<file path="config.mk">
export PLATFORM = sky130hd
export DESIGN_NAME = elevator_dispatcher
export DESIGN_NICKNAME = d
export VERILOG_FILES = /design/src/rtl/elevator_pkg.sv /design/src/rtl/elevator_req_search.sv /design/src/rtl/elevator_dispatcher.sv
export SDC_FILE = /design/constraint.sdc
export NUM_CORES = 1
export LEC_CHECK = 0
export ABC_AREA = 1
export CAP_MARGIN = 20
export CELL_PAD_IN_SITES_DETAIL_PLACEMENT = 1
export CELL_PAD_IN_SITES_GLOBAL_PLACEMENT = 2
export CORE_AREA = 2 2 114 116
export CTS_CLUSTER_SIZE = 10
export DETAILED_ROUTE_END_ITERATION = 8
export DIE_AREA = 0 0 116 118
export PLACE_DENSITY_LB_ADDON = 0.1
export SLEW_MARGIN = 20
export SYNTH_ARGS = -nofsm -noshare
export SYNTH_HDL_FRONTEND = slang
export SYNTH_SLANG_ARGS = --single-unit
</file>
<file path="constraint.sdc">
create_clock -name clk -period 10.8 [get_ports clk]
set_input_delay 2.7 -clock clk [delete_from_list [all_inputs] [get_ports clk]]
set_output_delay 2.7 -clock clk [all_outputs]
set_load 0.02 [all_outputs]
</file>
<file path="src/rtl/elevator_pkg.sv">
// elevator_pkg: shared floor geometry and FSM state encoding for the elevator dispatcher.
//   NUM_FLOORS - number of served floors (0..6)
//   FLOOR_W    - width of a floor index
//   state_t    - dispatcher FSM states
package elevator_pkg;
  localparam int NUM_FLOORS = 7;
  localparam int FLOOR_W = 3;
  typedef enum logic [1:0] {IDLE, SERV_UP, SERV_DN} state_t;
endpackage

</file>
<file path="src/rtl/elevator_req_search.sv">
// elevator_req_search: combinational search of the pending-floor vector relative to the car.
//   pend    in  pending requests per floor (all sources ORed)
//   floor   in  current car floor
//   above   out some request at a floor strictly above floor
//   below   out some request at a floor strictly below floor
//   near_up out nearest request lies at or above floor (distance tie resolves up)
module elevator_req_search
  import elevator_pkg::*;
(
  input  logic [NUM_FLOORS-1:0] pend,
  input  logic [FLOOR_W-1:0]    floor,
  output logic                  above,
  output logic                  below,
  output logic                  near_up
);
  logic [3:0] d_up, d_dn;
  // 4'hf marks "no request on that side"; it exceeds every real distance.
  always_comb begin
    above = 1'b0;
    below = 1'b0;
    d_up = 4'hf;
    d_dn = 4'hf;
    for (int i = 0; i < NUM_FLOORS; i++) begin
      if (pend[i] && i > int'(floor)) above = 1'b1;
      if (pend[i] && i < int'(floor)) below = 1'b1;
      if (pend[i] && i >= int'(floor) && 4'(i - int'(floor)) < d_up) d_up = 4'(i - int'(floor));
      if (pend[i] && i < int'(floor) && 4'(int'(floor) - i) < d_dn) d_dn = 4'(int'(floor) - i);
    end
    near_up = d_up <= d_dn;
  end
endmodule

</file>
<file path="src/rtl/elevator_dispatcher.sv">
// elevator_dispatcher: latches hall/car requests and picks the car's next travel direction.
//   clk, reset        clock; synchronous active-high reset
//   hall_up_req[7]    hall up-button pulses (floor 6 ignored)
//   hall_dn_req[7]    hall down-button pulses (floor 0 ignored)
//   car_req[7]        in-car button pulses
//   current_floor[3]  car position 0..6 (7 is ignored)
//   current_up_ndown  car travel direction, 1 = up
//   car_arrived       one-cycle pulse when the car stops at current_floor
//   queue_status[7]   registered OR of all pending requests per floor
//   queue_empty       registered "nothing pending"
//   next_up_ndown     registered direction to take next, 1 = up
//   up_lamp[7]        pending hall-up requests
//   dn_lamp[7]        pending hall-down requests
// Optional: DISP_STARVE_GUARD_EN forces a reversal after STARVE_LIMIT arrivals in one direction.
module elevator_dispatcher
  import elevator_pkg::*;
#(
  parameter int STARVE_LIMIT = 8
) (
  input  logic                  clk,
  input  logic                  reset,
  input  logic [NUM_FLOORS-1:0] hall_up_req,
  input  logic [NUM_FLOORS-1:0] hall_dn_req,
  input  logic [NUM_FLOORS-1:0] car_req,
  input  logic [FLOOR_W-1:0]    current_floor,
  input  logic                  current_up_ndown,
  input  logic                  car_arrived,
  output logic [NUM_FLOORS-1:0] queue_status,
  output logic                  queue_empty,
  output logic                  next_up_ndown,
  output logic [NUM_FLOORS-1:0] up_lamp,
  output logic [NUM_FLOORS-1:0] dn_lamp
);
  logic [NUM_FLOORS-1:0] up_pend, dn_pend, car_pend, pend, hit, up_clr, dn_clr, up_nx, dn_nx, car_nx;
  logic above, below, near_up, starve, nud;
  state_t state, nxt;
  assign pend = up_pend | dn_pend | car_pend;
  elevator_req_search u_search (
    .pend    (pend),
    .floor   (current_floor),
    .above   (above),
    .below   (below),
    .near_up (near_up)
  );
  assign hit = (car_arrived && current_floor != 3'd7) ? 7'd1 << current_floor : '0;
  // The opposite hall call is also served when the car turns around here.
  assign up_clr = (current_up_ndown || !below) ? hit : '0;
  assign dn_clr = (!current_up_ndown || !above) ? hit : '0;
  // New requests are ORed in after clearing so a same-cycle set wins.
  assign up_nx = (up_pend & ~up_clr) | (hall_up_req & 7'h3f);
  assign dn_nx = (dn_pend & ~dn_clr) | (hall_dn_req & 7'h7e);
  assign car_nx = (car_pend & ~hit) | car_req;
  assign up_lamp = up_pend;
  assign dn_lamp = dn_pend;
`ifdef DISP_STARVE_GUARD_EN
  logic [3:0] cnt;
  assign starve = car_arrived && (int'(cnt) + 1 >= STARVE_LIMIT);
  always_ff @(posedge clk)
    if (reset || nxt != state) cnt <= '0;
    else if (car_arrived && state != IDLE && cnt != 4'hf) cnt <= cnt + 4'd1;
`else
  // No guard: a negative limit is never configured, so this is constant 0.
  assign starve = STARVE_LIMIT < 0;
`endif
  always_comb begin
    nxt = state;
    case (state)
      IDLE:    nxt = ~|pend ? IDLE : near_up ? SERV_UP : SERV_DN;
      SERV_UP: nxt = (above && !(starve && below)) ? SERV_UP : below ? SERV_DN : IDLE;
      SERV_DN: nxt = (below && !(starve && above)) ? SERV_DN : above ? SERV_UP : IDLE;
      default: nxt = IDLE;
    endcase
  end
  assign nud = nxt == SERV_UP;
  always_ff @(posedge clk)
    if (reset) begin
      up_pend <= '0;
      dn_pend <= '0;
      car_pend <= '0;
      queue_status <= '0;
      queue_empty <= 1'b1;
      state <= IDLE;
      next_up_ndown <= 1'b0;
    end else begin
      up_pend <= up_nx;
      dn_pend <= dn_nx;
      car_pend <= car_nx;
      queue_status <= up_nx | dn_nx | car_nx;
      queue_empty <= ~|(up_nx | dn_nx | car_nx);
      state <= nxt;
      next_up_ndown <= nud;
    end
endmodule

</file>
# Word level (Yosys, flattened, before mapping)
# Cells that the tools add are included.
[classes]
add_sub_neg = 13
magnitude_cmp = 35
eq_ne = 4
shifts = 1
n_mux = 37
n_bitwise = 13
reduce_logical = 44
[ops]
columns = ["operator", "count"]
rows = [
  ["4-bit 2-to-1 mux", 14],
  ["4-bit less-than comparator", 12],
  ["7-bit OR", 6],
  ["1-bit logical AND", 35],
  ["7-bit bitwise AND", 3],
  ["7-bit 2-to-1 mux", 3],
  ["7-bit NOT", 3],
  ["1-bit 2-to-1 mux", 14],
  ["7-bit OR reduction", 2],
  ["3-bit by 3-bit subtractor with 4-bit output (first input constant)", 3],
  ["3-bit by 3-bit subtractor with 4-bit output (second input constant)", 3],
  ["2-bit 2-to-1 mux", 5],
  ["3-bit >= comparator (first input constant)", 3],
  ["3-bit > comparator (first input constant)", 3],
  ["3-bit less-than comparator (first input constant)", 3],
  ["1-bit by 3-bit subtractor with 4-bit output (first input constant)", 2],
  ["2-bit by 3-bit subtractor with 4-bit output (first input constant)", 2],
  ["3-bit by 2-bit subtractor with 4-bit output (second input constant)", 2],
  ["7-bit by 6-bit OR with 7-bit output", 1],
  ["1-bit by 3-bit left shift with 7-bit output (first input constant)", 1],
  ["1-bit by 3-bit >= comparator with 1-bit output (first input constant)", 2],
  ["2-bit by 3-bit >= comparator with 1-bit output (first input constant)", 2],
  ["2-bit by 3-bit > comparator with 1-bit output (first input constant)", 2],
  ["1-bit by 3-bit less-than comparator with 1-bit output (first input constant)", 2],
  ["13 further kinds", 19],
]
[totals]
regBits = 32
input_bits = 28
output_inout_bits = 23
word_cells = 154

# Longest topological paths before layout
[logic_depth]
word_depth = 28
depth_mapped = 62
depth_no_buf = 61

# By module
# From an unflattened synthesis, not the netlist that was laid out.
[unflattened]
cells_unflattened = 546
hier_area_um2 = 3390.8
[modules_own_cells]
columns = ["module", "n_inst", "cells_per_inst", "area_each_um2", "seq_area_each_um2"]
rows = [
  ["elevator_req_search", 1, 348, 2039.5, 0.0],
  ["elevator_dispatcher", 1, 198, 1351.3, 640.6],
]

# Worst setup path before layout
# OpenSTA, ideal clock, no wires.
[synth_timing]
kind = "in2reg"
from = "input port current_floor[1]"
to = "register state[1]"
setup_time_ns = 0.057
arrival_time_ns = 10.878
required_time_ns = 10.743
slack_ns = -0.135
stages = 45
path_buffers = 1
path_cell_list = "buf_2 -> inv_1 -> ha_1 -> ha_1 -> nor2_1 -> inv_1 -> nor2_1 -> ha_1 -> nand2_1 -> nand2_1 -> a21oi_1 -> nand2_2 -> o21ai_0 -> ha_1 -> a21boi_1 -> o211ai_1 -> nand3_1 -> nand2_1 -> [... 9 more ...] -> inv_1 -> ha_1 -> a2111oi_0 -> nand2_2 -> nand2_1 -> ha_1 -> a2111oi_0 -> nand2_1 -> nand2_1 -> nand2_1 -> ha_1 -> nand2_1 -> inv_1 -> o21ai_0 -> a32o_1 -> o32ai_1 -> nand2_1 -> inv_1"
[synth_via]
elab_chain_len = 26
word_cells_on_any_way = 115
cone_classes = "13 x add/sub; 35 x order compare; 33 x mux; 34 x reduce/logical"
[synth_lines]
columns = ["element", "line", "source"]
rows = [
  ["from (decl)", "elevator_dispatcher.sv:25", "input logic [FLOOR_W-1:0] current_floor,"],
  ["1-bit by 3-bit subtractor with 4-bit output (tied with other cells)", "elevator_req_search.sv:26", "if (pend[i] && i >= int'(floor) && 4'(i - int'(floor)) < d_up) d_up = 4'(i - int'(floor));"],
  ["4-bit less-than comparator (tied with other cells)", "elevator_req_search.sv:26", ""],
  ["1-bit logical AND, on equally long branches", "elevator_req_search.sv:26, elevator_req_search.sv:27", ""],
  ["4-bit 2-to-1 mux, on equally long branches", "elevator_req_search.sv:26, elevator_req_search.sv:27", ""],
  ["4-bit less-than comparator, on equally long branches", "elevator_req_search.sv:26, elevator_req_search.sv:27", ""],
  ["1-bit logical AND, on equally long branches", "elevator_req_search.sv:26, elevator_req_search.sv:27", ""],
  ["4-bit 2-to-1 mux, on equally long branches", "elevator_req_search.sv:26, elevator_req_search.sv:27", ""],
  ["4-bit less-than comparator, on equally long branches", "elevator_req_search.sv:26, elevator_req_search.sv:27", ""],
  ["[... 9 more ...]", "-", ""],
  ["1-bit logical AND, on equally long branches", "elevator_req_search.sv:26, elevator_req_search.sv:27", ""],
  ["4-bit 2-to-1 mux, on equally long branches", "elevator_req_search.sv:26, elevator_req_search.sv:27", ""],
  ["4-bit less-than comparator, on equally long branches", "elevator_req_search.sv:26, elevator_req_search.sv:27", ""],
  ["1-bit logical AND, on equally long branches", "elevator_req_search.sv:26, elevator_req_search.sv:27", ""],
  ["4-bit 2-to-1 mux, on equally long branches", "elevator_req_search.sv:26, elevator_req_search.sv:27", ""],
  ["4-bit <= comparator", "elevator_req_search.sv:29", "near_up = d_up <= d_dn;"],
  ["2-bit 2-to-1 mux (2 in series)", "elevator_dispatcher.sv:68", "IDLE: nxt = ~|pend ? IDLE : near_up ? SERV_UP : SERV_DN;"],
  ["2-bit case mux with 3 select lines *", "elevator_dispatcher.sv:67", "case (state)"],
  ["to (signal assigned)", "elevator_dispatcher.sv:90", "state <= nxt;"],
  ["to (decl)", "elevator_dispatcher.sv:36", "state_t state, nxt;"],
]
# Mark *: on every way between the ends. The rest lies on a longest branch, timed or not.
# A chain may end at the register's enable or synchronous reset.

# Final worst setup path
# Ends and elaborated chain as after synthesis.

==> impl_metrics.toml <==
[status]
outcome = "finished clean"

[logic_synthesis]
syn_inst = 509
synth.top_cells.by_count = "nand2_1, inv_1, ha_1"
ys_seq_area_share_pct = 19.5
syn_area_per_cell_sq_um = 6.45
yosys-top-cells-area = "dfxtp_1, ha_1, nand2_1"
synth-edff-count = 0
syn_area_sq_um = 3280
synth_top_cell_by_area = "dfxtp_1"
async_reset_ff_share_pct = 0
synth_flop_cell = "dfxtp_1"
yosysWarnings = 0
ys_ff_latch = 32
syn-num-nets = 587
synth_top_area_share_pct = 19.5
synth_cell_type_count = 42
synth.most_common_cell = "nand2_1"

[die]
core.rowCount = 41
start_util_pct = 26.4
core_sq_um = 12400
die_y_microns = 118
ios = 51
fp.dieW_microns = 116
dieArea_sq_um = 13700

[worst_setup_path]
critPathKind = "input pin to flop"
crit_required_ns = 11.03
reg2reg_slack_ns = 3.22
critPathMaxStageDelay_ns = 0.48
r2r_start = "up_lamp[0]$_SDFF_PP0_"
path_max_fanout = 7
cp_common_cell = "nand2_1"
cp.arrival_ns = 10.45
cp_top_family = "compound AO/OA/AOI/OAI gates"
crit_start = "current_floor[1]"
r2r_end = "state[1]$_SDFF_PP0_"
r2r_cells = 50
cp.buffers_inverters = 9
start_kind = "input pin"
cp-endpoint = "state[1]$_SDFF_PP0_"
worst_setup_path_end_kind = "flop"
slowest_stage = "clkdlybuf4s50_1"
path_depth = 53

[placed_design]
io_buffers = 48
place.gp.congestion = 0.795
dp_hpwl_microns = 9340

[timing]
slew_viol_final = 0
max_freq_mhz = 97.9
fin_crit_ns = 10.22
setup_viol = 0
worst_slew_pin_slew_ns = 1.09
slew_headroom_pct = 26.9
hold_viol = 0
fin_skew_ns = 0.00253
grt_setup_unrepaired = "no"
fin_crit_sh_pct = 94.6

[layout]
antenna_cells = 0
syn2layout_area_growth_pct = 42.4
nNetsFinal = 691
fin_util_pct = 37.7
drive_gt1_share_pct = 19.5
fillCellCount = 1595

[cts]
cts-hold-fix-buffers = 0
clock_sinks = 32
clk_pin_slew_ns = 0.05
clock_path_buffers = 2
cts_tree = "yes"
cts-root-buf = "clkbuf_16"
cts.htree.levels = 2
clk_latency_ns = 0.28
cts_inserted_buffers = 5

[global_routing]
grt_busiest_layer = "met2"
grt_pass1_wl_microns = 19400
met3_usage_pct = 1.75
antenna_found_initial = 0
grt_max_degree = 32
met1_usage_pct = 22.6
grt_util_all_layers_pct = 17.9
grt_pass1_vias = 3857
use_met2_pct = 31.6
grt-ovfl-total = 0

[routing]
ant_nets = 0
vias_per_cell = 4.71
vias = 3700
first_pass_iters = 4
drt_iter0_markers = 99
wl_per_cell_microns = 15.3
route.detailed.drc = 0
drt-total-wl_microns = 12000

[hold_path]
hold_class = "flop to flop"
min_path_cells = 2
min_from = "car_pend[2]$_SDFF_PP0_"

[power]
peakVddDrop_v = 0.0000966
powerDensity_nw_per_um2 = 136
power_mw = 0.635
p_leak_nw = 2.26

[flow_run]
drv_cap = 0
per-stage QoR:
step	cells	setup TNS (ns)	instance area [sq um]	hold slack, ns	setup slack (ns)
5_1_grt	786	0	4670	0.562	0.000105
3_5_place_dp	768	-1.71	4300	0.499	-0.668
3_3_place_gp	768	-1.09	4300	0.486	-0.457
4_1_cts	778	0	4470	0.512	0.000524
6_report	786	0	4670	0.508	0.580
2_1_floorplan	509	0	3280	0.467	0.0255
tightest hold or removal path, cell delays in order (launching register included):
cell,delay (ns)
dfxtp_1,0.32
a21oi_1,0.08
nor2_1,0.07
logic make-up (layout without fill, tap and decap cells):
kind of cell,count (synthesis),count (layout),synth area share (%)
compound gates,91,91,16.9
fa+ha+maj,50,50,19.1
buf+inv,80,185,9.38
flops,32,32,19.5
simple gates,256,256,35.2
state kept, by name, summed over array words and instances, names as in the netlist:
signal / count
car_pend: 7
dn_lamp: 7
next_up_ndown: 1
queue_empty: 1
queue_status: 7
state: 2
up_lamp: 7
layout by cell type (no fill, tap or decap), drive strengths merged, types with 2 or more instances in the layout:
cell / instances
nand2: 140
inv: 70
buf: 58
ha: 50
clkdlybuf4s50: 46
nor2: 45
nand3: 43
a21oi: 34
dfxtp: 32
o21ai: 27
nor3: 16
clkbuf: 8
a31oi: 5
a2111oi: 5
nand4: 4
o211ai: 4
o21a: 4
and3: 4
o21bai: 2
clkinv: 2
a21boi: 2
a211oi: 2
or2: 2
layout make-up:
cell class | instances | area, sq um | share of cell area (%)
timing repair buffer | 105 | 906 | 19.4
sequential | 32 | 641 | 13.7
tap | 172 | 215 | 4.60
inverter | 72 | 273 | 5.84
multi-input combinational | 397 | 2490 | 53.3
clock buffer | 8 | 146 | 3.13
routing by layer:
layer	wire, microns	part of all wire [%]	vias to the layer above
met2	5890	49	62
met1	5580	46	1727
met4	225	1.9	0
met3	351	2.9	14
met5	0	0	-
li1	-	-	1897
what timing repair did:
item,4_1_cts,5_1_grt
setup buffers,2,8
pin swaps,1,9
setup endpoints to repair,3,3
gates resized for setup,9,37
endpoints found under the hold margin,0,0
power breakdown:
group	internal, mW	total, mW	switching, mW	leakage [nW]
clock	0.0918	0.142	0.0502	0.0712
combinational	0.158	0.355	0.197	1.92
sequential	0.131	0.138	0.00679	0.268
total	0.381	0.635	0.254	2.26
how the worst min path moves through the flow:
stage | to | slack (ns)
after floorplan | car_pend[2]$_SDFF_PP0_ | 0.47
after detailed placement | car_pend[2]$_SDFF_PP0_ | 0.50
after global placement | car_pend[3]$_SDFF_PP0_ | 0.49
after global routing | car_pend[2]$_SDFF_PP0_ | 0.56
after CTS | car_pend[2]$_SDFF_PP0_ | 0.51
final | car_pend[2]$_SDFF_PP0_ | 0.51
No activity file was read; power rests on OpenSTA's default activity.
